$ cat src/rtl/alu_stage.sv
// rtl/alu_stage.sv - registered 8-bit ALU stage with start/busy/done handshake and shift-add multiply
module alu_stage #(
  parameter int WIDTH  = 8,
  parameter bit MUL_EN = 1'b1
) (
  input  logic             CLK,
  input  logic             RESET,
  input  logic [WIDTH-1:0] A_in,
  input  logic [WIDTH-1:0] B_in,
  input  logic [2:0]       op,
  input  logic             start,
  input  logic             OE,
  output logic             busy,
  output logic             done,
  output logic [WIDTH-1:0] ALU_out,
  output logic [3:0]       flags
);

  localparam int MSB = WIDTH - 1;
  localparam int CW  = $clog2(WIDTH) + 1;

  localparam logic [2:0] OP_ADD   = 3'b000;
  localparam logic [2:0] OP_SUB   = 3'b001;
  localparam logic [2:0] OP_AND   = 3'b010;
  localparam logic [2:0] OP_OR    = 3'b011;
  localparam logic [2:0] OP_XOR   = 3'b100;
  localparam logic [2:0] OP_MUL   = 3'b101;
  localparam logic [2:0] OP_INC   = 3'b110;
  localparam logic [2:0] OP_PASSB = 3'b111;

  typedef enum logic [1:0] {
    S_IDLE = 2'd0,
    S_EXEC = 2'd1,
    S_MUL  = 2'd2
  } state_t;

  state_t r_state;
  state_t w_next;

  logic [WIDTH-1:0]   r_a;
  logic [WIDTH-1:0]   r_b;
  logic [2:0]         r_op;
  logic [2*WIDTH-1:0] r_acc;
  logic [2*WIDTH-1:0] r_mcand;
  logic [WIDTH-1:0]   r_mplier;
  logic [CW-1:0]      r_count;
  logic [WIDTH-1:0]   r_result;
  logic [3:0]         r_flags;
  logic               r_done;
  logic [WIDTH-1:0]   r_alu_out;

  logic               w_load;
  logic               w_exec_wr;
  logic               w_mul_last;
  logic               w_mul_wr;
  logic [WIDTH-1:0]   w_addend;
  logic [WIDTH:0]     w_sum;
  logic [WIDTH:0]     w_diff;
  logic [WIDTH-1:0]   w_exec_res;
  logic               w_exec_c;
  logic               w_exec_v;
  logic [3:0]         w_exec_flags;
  logic [2*WIDTH-1:0] w_acc_next;
  logic [WIDTH-1:0]   w_mul_res;
  logic [3:0]         w_mul_flags;

  // State register
  always_ff @(posedge CLK or posedge RESET) begin
    if (RESET) begin
      r_state <= S_IDLE;
    end else begin
      r_state <= w_next;
    end
  end

  // Next-state logic
  always_comb begin
    w_next = r_state;
    case (r_state)
      S_IDLE: begin
        if (start) begin
          w_next = ((op == OP_MUL) && MUL_EN) ? S_MUL : S_EXEC;
        end
      end
      S_EXEC:  w_next = S_IDLE;
      S_MUL:   w_next = w_mul_last ? S_IDLE : S_MUL;
      default: w_next = S_IDLE;
    endcase
  end

  // FSM outputs and control strobes
  always_comb begin
    busy       = (r_state != S_IDLE);
    w_load     = (r_state == S_IDLE) && start;
    w_exec_wr  = (r_state == S_EXEC);
    w_mul_last = (r_state == S_MUL) && (r_count == CW'(WIDTH - 1));
    w_mul_wr   = w_mul_last;
  end

  // Single-cycle datapath; MUL only reaches EXEC when MUL_EN=0 and then acts as ADD
  always_comb begin
    w_addend   = (r_op == OP_INC) ? WIDTH'(1) : r_b;
    w_sum      = {1'b0, r_a} + {1'b0, w_addend};
    w_diff     = {1'b0, r_a} - {1'b0, r_b};
    w_exec_res = w_sum[WIDTH-1:0];
    w_exec_c   = 1'b0;
    w_exec_v   = 1'b0;
    case (r_op)
      OP_SUB: begin
        w_exec_res = w_diff[WIDTH-1:0];
        w_exec_c   = ~w_diff[WIDTH];
        w_exec_v   = (r_a[MSB] != r_b[MSB]) && (w_diff[MSB] != r_a[MSB]);
      end
      OP_AND:   w_exec_res = r_a & r_b;
      OP_OR:    w_exec_res = r_a | r_b;
      OP_XOR:   w_exec_res = r_a ^ r_b;
      OP_PASSB: w_exec_res = r_b;
      default: begin
        w_exec_res = w_sum[WIDTH-1:0];
        w_exec_c   = w_sum[WIDTH];
        w_exec_v   = (r_a[MSB] == w_addend[MSB]) && (w_sum[MSB] != r_a[MSB]);
      end
    endcase
    w_exec_flags = {w_exec_c, (w_exec_res == '0), w_exec_res[MSB], w_exec_v};
  end

  // Shift-add step; the completing edge stores the accumulator value it produces
  always_comb begin
    w_acc_next  = r_acc + (r_mplier[0] ? r_mcand : '0);
    w_mul_res   = w_acc_next[WIDTH-1:0];
    w_mul_flags = {(w_acc_next[2*WIDTH-1:WIDTH] != '0), (w_mul_res == '0), w_mul_res[MSB], 1'b0};
  end

  always_ff @(posedge CLK or posedge RESET) begin
    if (RESET) begin
      r_a       <= '0;
      r_b       <= '0;
      r_op      <= '0;
      r_acc     <= '0;
      r_mcand   <= '0;
      r_mplier  <= '0;
      r_count   <= '0;
      r_result  <= '0;
      r_flags   <= '0;
      r_done    <= 1'b0;
      r_alu_out <= '0;
    end else begin
      r_done <= w_exec_wr | w_mul_wr;

      if (w_load) begin
        r_a      <= A_in;
        r_b      <= B_in;
        r_op     <= op;
        r_acc    <= '0;
        r_mcand  <= {{WIDTH{1'b0}}, A_in};
        r_mplier <= B_in;
        r_count  <= '0;
      end else if (r_state == S_MUL) begin
        r_acc    <= w_acc_next;
        r_mcand  <= r_mcand << 1;
        r_mplier <= r_mplier >> 1;
        r_count  <= r_count + CW'(1);
      end

      if (w_exec_wr) begin
        r_result <= w_exec_res;
        r_flags  <= w_exec_flags;
      end else if (w_mul_wr) begin
        r_result <= w_mul_res;
        r_flags  <= w_mul_flags;
      end

      // Bus copy sees the held result as of this edge, before any same-edge update
      if (OE && (r_state == S_IDLE)) begin
        r_alu_out <= r_result;
      end
    end
  end

  assign done    = r_done;
  assign ALU_out = r_alu_out;
  assign flags   = r_flags;

endmodule

$ cat config.mk
export PLATFORM = sky130hd
export DESIGN_NAME = alu_stage
export DESIGN_NICKNAME = d
export VERILOG_FILES = /design/src/rtl/alu_stage.sv
export SDC_FILE = /design/constraint.sdc
export NUM_CORES = 1
export LEC_CHECK = 0
export CORE_MARGIN = 8
export CORE_UTILIZATION = 45
export DETAILED_ROUTE_END_ITERATION = 16
export PLACE_DENSITY = 0.73
export SETUP_SLACK_MARGIN = 0.02
export SLEW_MARGIN = 15
export SYNTH_ARGS = -nofsm -noshare
export SYNTH_HDL_FRONTEND = slang
export SYNTH_SLANG_ARGS = --single-unit
$ cat constraint.sdc
create_clock -name CLK -period 5.6 [get_ports CLK]
set_clock_uncertainty 0.1 [all_clocks]
set_input_delay 1.4 -clock CLK [delete_from_list [all_inputs] [get_ports CLK]]
set_output_delay 1.4 -clock CLK [all_outputs]
set_load 0.01 [all_outputs]
* Yosys cells after proc, flatten, opt, wreduce, memory -nomap -nowiden
Cells that the tools add are included.
** Word-level totals
- Bits in registers :: 86
** Operators by class
- Add/subtract/negate cells :: 4
- Eq/ne operators :: 15
- Multiplexer cells :: 21
- Bitwise gates (word level) :: 5
- Reductions and logical operators :: 13
** Operators by type and width (number)
- $mux W16 :: 5
- $mux W8 :: 5
- $pmux W8 S5 :: 1
- $add A16 B16 Y16 :: 1
- $logic_not A8 Y1 :: 2
- $mux W4 :: 4
- $eq A3 B3 Y1 const B :: 4
- $add A8 B8 Y9 :: 1
- $sub A8 B8 Y9 :: 1
- $and A8 B8 Y8 :: 1
- $or A8 B8 Y8 :: 1
- $reduce_bool A8 Y1 :: 1
- $xor A8 B8 Y8 :: 1
- $eq A3 B2 Y1 const B :: 2
- $mux W2 :: 3
- $reduce_bool A2 Y1 :: 3
- $logic_and A1 B1 Y1 :: 5
- $add A4 B1 Y4 const B :: 1
- $eq A4 B3 Y1 const B :: 1
- $pmux W1 S2 :: 2
- $pmux W2 S2 :: 1
- $reduce_or A4 Y1 :: 1
- $eq A3 B1 Y1 const B :: 1
- $ne A1 B1 Y1 :: 3
- 7 further kinds :: 7

* Depth between registers and ports, before layout
- Depth after elaboration :: 7
- Gate-level depth with buffers :: 13
- Mapped depth without buffers :: 11

* Worst setup path before layout
OpenSTA, ideal clock, no wires.
- Kind :: reg2reg
- Start point :: register r_mplier[0]
- End point :: register r_flags[3] (netlist: flags[3])
- Library setup time :: 0.133 ns
- Data arrival time :: 2.740 ns
- Data required time :: 5.367 ns
- Slack :: 2.627 ns
- Stages on the path, launching flop included :: 12
- Cells stage by stage :: dfrtp_1 > clkbuf_1 > and2_1 > ha_1 > fa_1 > a21o_1 > a2111o_1 > a2111oi_2 > a31o_2 > nor2_1 > nor4b_2 > a31oi_1
** Between the ends
- Longest elaborated chain between the ends :: 5
** RTL lines
- start: declaration :: line 45 : logic [WIDTH-1:0] r_mplier;
- start signal: assignment :: line 156 : r_mplier <= B_in;
- start signal: assignment :: line 161 : r_mplier <= r_mplier >> 1;
- $mux W16 :: line 129 : w_acc_next = r_acc + (r_mplier[0] ? r_mcand : '0);
- $add A16 B16 Y16 :: line 129
- $reduce_bool A8 Y1 :: line 131 : w_mul_flags = {(w_acc_next[2*WIDTH-1:WIDTH] != '0), (w_mul_res == '0), w_mul_res[MSB], 1'b0};
- $mux W4 :: line 168 : end else if (w_mul_wr) begin
- $mux W4 :: line 165 : if (w_exec_wr) begin
- end signal: assignment :: line 167 : r_flags <= w_exec_flags;
- end signal: assignment :: line 170 : r_flags <= w_mul_flags;
- end: declaration :: line 48 : logic [3:0] r_flags;
No other way between the ends. The select of a mux whose other input is x is not followed.
A chain may end at the register's enable or synchronous reset.

* Final worst setup path
- Start point :: register r_op[0]
- End point :: register r_flags[1] (netlist: flags[1])
** Between the ends
- Longest elaborated chain between the ends :: 5
- Elaborated cells on any way between the ends :: 10
- Classes of those cells :: 1 x add/sub; 6 x eq/ne; 3 x mux
** RTL lines
- start: declaration :: line 42 : logic [2:0] r_op;
- start signal: assignment :: line 153 : r_op <= op;
- $eq A3 B3 Y1 :: line 102 : w_addend = (r_op == OP_INC) ? WIDTH'(1) : r_b;
- $mux W8 :: line 102
- $add A8 B8 Y9 :: line 103 : w_sum = {1'b0, r_a} + {1'b0, w_addend};
- $pmux W8 S5 * :: line 108 : case (r_op)
- $mux W4 * :: line 165
Every way passes the cells marked *; elsewhere a longest branch is shown, timed or not.

==> results.py <==
metrics = {
    "run_status": {
        "status": "finished clean",
    },
    "route": {
        "dr_total_vias": 4733,
        "wl_per_cell_um": 16.6,
        "drc_errors": 0,
        "ant_nets": 0,
        "viasPerCell": 5.70,
        "drt-total-wl_um": 13800,
        "drtIter0Drc": 349,
        "drt_pre_antenna_iters": 5,
    },
    "synthesis": {
        "synthFlopType": "dfrtp_1",
        "synth_top_area_cell": "dfrtp_1",
        "synth_commonest_cells": "nand2_1 (86), dfrtp_1 (85), o21ai_0 (72)",
        "yosys_warnings": 0,
        "async_flop_share_pct": 100,
        "syn_nets": 708,
        "yosysMostFrequentCell": "nand2_1",
        "synth_edf_count": 0,
        "syn-instance-count": 634,
        "ys_seq_area_share_pct": 38.0,
        "netlist.area_leader.share_pct": 38.0,
        "synth_cell_type_count": 62,
        "netlist_area_um2": 5590,
        "ys_ff_latch": 85,
        "avgSynthCellArea_um2": 8.82,
        "ys_top_cells_by_area": "dfrtp_1 (38%), ha_1 (11%), o21ai_0 (6.4%)",
    },
    "pwr": {
        "cellPowerDensity_nw_per_um2": 397,
        "power_leakage_nw": 2.92,
        "vdd_drop_max_mv": 0.162,
    },
    "clock_network": {
        "clock_latency_ns": 0.34,
        "hold_buffers": 0,
        "cts_buffers": 9,
        "cts_root_buffer": "clkbuf_16",
        "cts.sinks": 85,
        "cts_tree": "yes",
        "htree_levels": 3,
        "cts_resized": 0,
        "clk_pin_slew_ns": 0.07,
        "clockBufferDepth": 2,
        "cts_setup_buffers": 0,
    },
    "timing": {
        "hold_viol": 0,
        "tightestPinTransition_ns": 0.978,
        "fin_tns_setup_ns": 0,
        "slew_violations": 0,
        "rsz0062_at_grt": "no",
        "fmax_mhz": 293,
        "period_share_pct": 60.9,
        "relSlewSlack_pct": 34.8,
        "setup-violations-final": 0,
        "min_period_ns": 3.41,
    },
    "global_route": {
        "grt_overflow": 0,
        "antenna_found_initial": 0,
        "grt_pass1_wl_um": 22800,
        "grt_pass1_vias": 4578,
        "grt_max_degree": 60,
        "grt_use_total_pct": 17.3,
    },
    "floorplan": {
        "dieHeight_um": 127,
        "placementRows": 40,
        "dieArea_um2": 16300,
        "pin_count": 37,
        "coreArea_um2": 12100,
        "start_util_pct": 46.4,
        "die_w_um": 127,
    },
    "setup_path": {
        "cp.required_ns": 5.73,
        "startpoint": "r_op[0]",
        "startpoint_type": "flip-flop",
        "end_kind": "flip-flop",
        "crit_fanout": 16,
        "r2r_end": "flags[1]",
        "cp.arrival_ns": 3.53,
        "rr_worst_depth": 10,
        "rrSetupSlack_ns": 2.19,
        "timing_worst_setup_path_type": "flip-flop to flip-flop",
        "r2r-start": "r_op[0]",
    },
    "final_layout": {
        "regArea_um2": 2130,
        "drive_gt1_share_pct": 5.89,
        "post-route-util_pct": 52.7,
        "fillers": 1095,
        "num_antenna_cells": 0,
        "nets": 731,
        "area_growth_pct": 13.7,
        "multi_input_area_um2": 3230,
    },
    "worst_hold_path": {
        "hold_end": "r_mcand[6]",
        "min_delay_path_depth": 2,
        "hp-class": "flip-flop to flip-flop",
        "min_from": "r_mcand[6]",
    },
    "placement": {
        "numPortBuffers": 36,
        "detailed_place_hpwl_um": 10500,
        "place_congestion": 0.922,
    },
    "flow_run": {
        "cap_violations": 0,
    },
}
## critical path, cell delays in order (launching register included)
cell	delay [ns]
dfrtp_1	0.63
inv_1	0.39
a31oi_1	0.34
ha_1	0.29
a21o_1	0.15
a21oi_1	0.22
o21ai_0	0.22
a31oi_1	0.34
xor2_1	0.18
o211ai_1	0.12
a221o_1	0.31
## where the power goes
part	switching [mW]	internal (mW)	leakage, nW	total (mW)
sequential	0.144	0.760	1.10	0.903
combinational	0.594	0.468	1.70	1.06
clock	0.254	0.304	0.129	0.558
total	0.992	1.53	2.92	2.52
## sequential cells by signal (all words and copies together) (netlist names)
register,count
flags,4
r_a,8
r_mplier,8
r_b,8
done,1
r_mcand,16
r_acc,16
r_state,2
r_result,7
r_op,3
ALU_out,8
r_count,4
## worst max-delay path by stage
stage | slack (ns) | cells after the start | endpoint
6_report | 2.19 | 10 | flags[1]
5_1_grt | 2.02 | 10 | flags[1]
4_1_cts | 2.24 | 10 | flags[1]
3_5_place_dp | 1.97 | 5 | r_count[2]
3_3_place_gp | 2.03 | 5 | r_count[2]
2_1_floorplan | 1.91 | 1 | ALU_out[0]
## metal layers
layer | vias to the layer above | GRT usage [%] | part of all wire [%]
li1 | 2290 | - | -
met1 | 2283 | 22.8 | 47
met2 | 143 | 27.6 | 46
met3 | 17 | 3.83 | 6.2
met4 | 0 | 5.74 | 1.5
met5 | - | 0 | 0
## through the flow
| step | hold WS [ns] | worst slack, ns | cell area [µm²] | instances | power, mW |
|---|---|---|---|---|---|
| after detailed placement | 0.373 | 1.97 | 6080 | 814 | 1.96 |
| after CTS | 0.396 | 2.24 | 6360 | 830 | 2.53 |
| after floorplan | 0.344 | 1.91 | 5590 | 634 | 1.64 |
| final | 0.395 | 2.19 | 6360 | 830 | 2.52 |
| after global routing | 0.411 | 2.02 | 6360 | 830 | 2.70 |
| after global placement | 0.369 | 2.03 | 6080 | 814 | 1.93 |
## layout by cell type (no fill, tap or decap), drive strengths merged, types with 4 or more instances in the layout
| cell | Yosys | final |
|---|---|---|
| o21bai | 5 | 5 |
| a22oi | 6 | 6 |
| xor2 | 10 | 10 |
| mux2i | 12 | 12 |
| clkbuf | 22 | 10 |
| xnor2 | 13 | 13 |
| buf | 6 | 4 |
| o21ai | 73 | 73 |
| and3 | 7 | 7 |
| clkdlybuf4s50 | 0 | 36 |
| nor2 | 36 | 36 |
| a21oi | 30 | 30 |
| dfrtp | 85 | 85 |
| inv | 33 | 34 |
| nor3 | 13 | 13 |
| a31oi | 11 | 11 |
| ha | 48 | 48 |
| and2 | 19 | 19 |
| nand2b | 5 | 5 |
| nand2 | 86 | 86 |
| a21o | 8 | 8 |
| mux2 | 8 | 8 |
| o22ai | 4 | 4 |
| or3 | 4 | 4 |
| a211oi | 4 | 4 |
| nor2b | 6 | 6 |
| nand4 | 5 | 5 |
| nand3 | 25 | 25 |
## area by class of cell
cell class,count,area share (%)
Timing Repair Buffer,40,6.14
Tap cell,168,3.31
Clock inverter,6,0.728
Sequential cell,85,33.4
Clock buffer,10,3.60
Multi-Input combinational cell,488,50.8
Inverter,33,1.97
## cells by family (layout without fill, tap and decap cells)
group | Yosys count | count (layout) | share of synthesized area [%]
multiplexers | 21 | 21 | 4.38
AO/OA/AOI/OAI | 173 | 173 | 19.2
XOR/XNOR | 23 | 23 | 3.60
adder cells (fa/ha/maj) | 51 | 51 | 11.8
flip-flops | 85 | 85 | 38.0
AND/OR/NAND/NOR | 220 | 220 | 18.7
buffers and inverters | 61 | 89 | 4.21
Note: power is estimated with default switching activity, not from simulation.
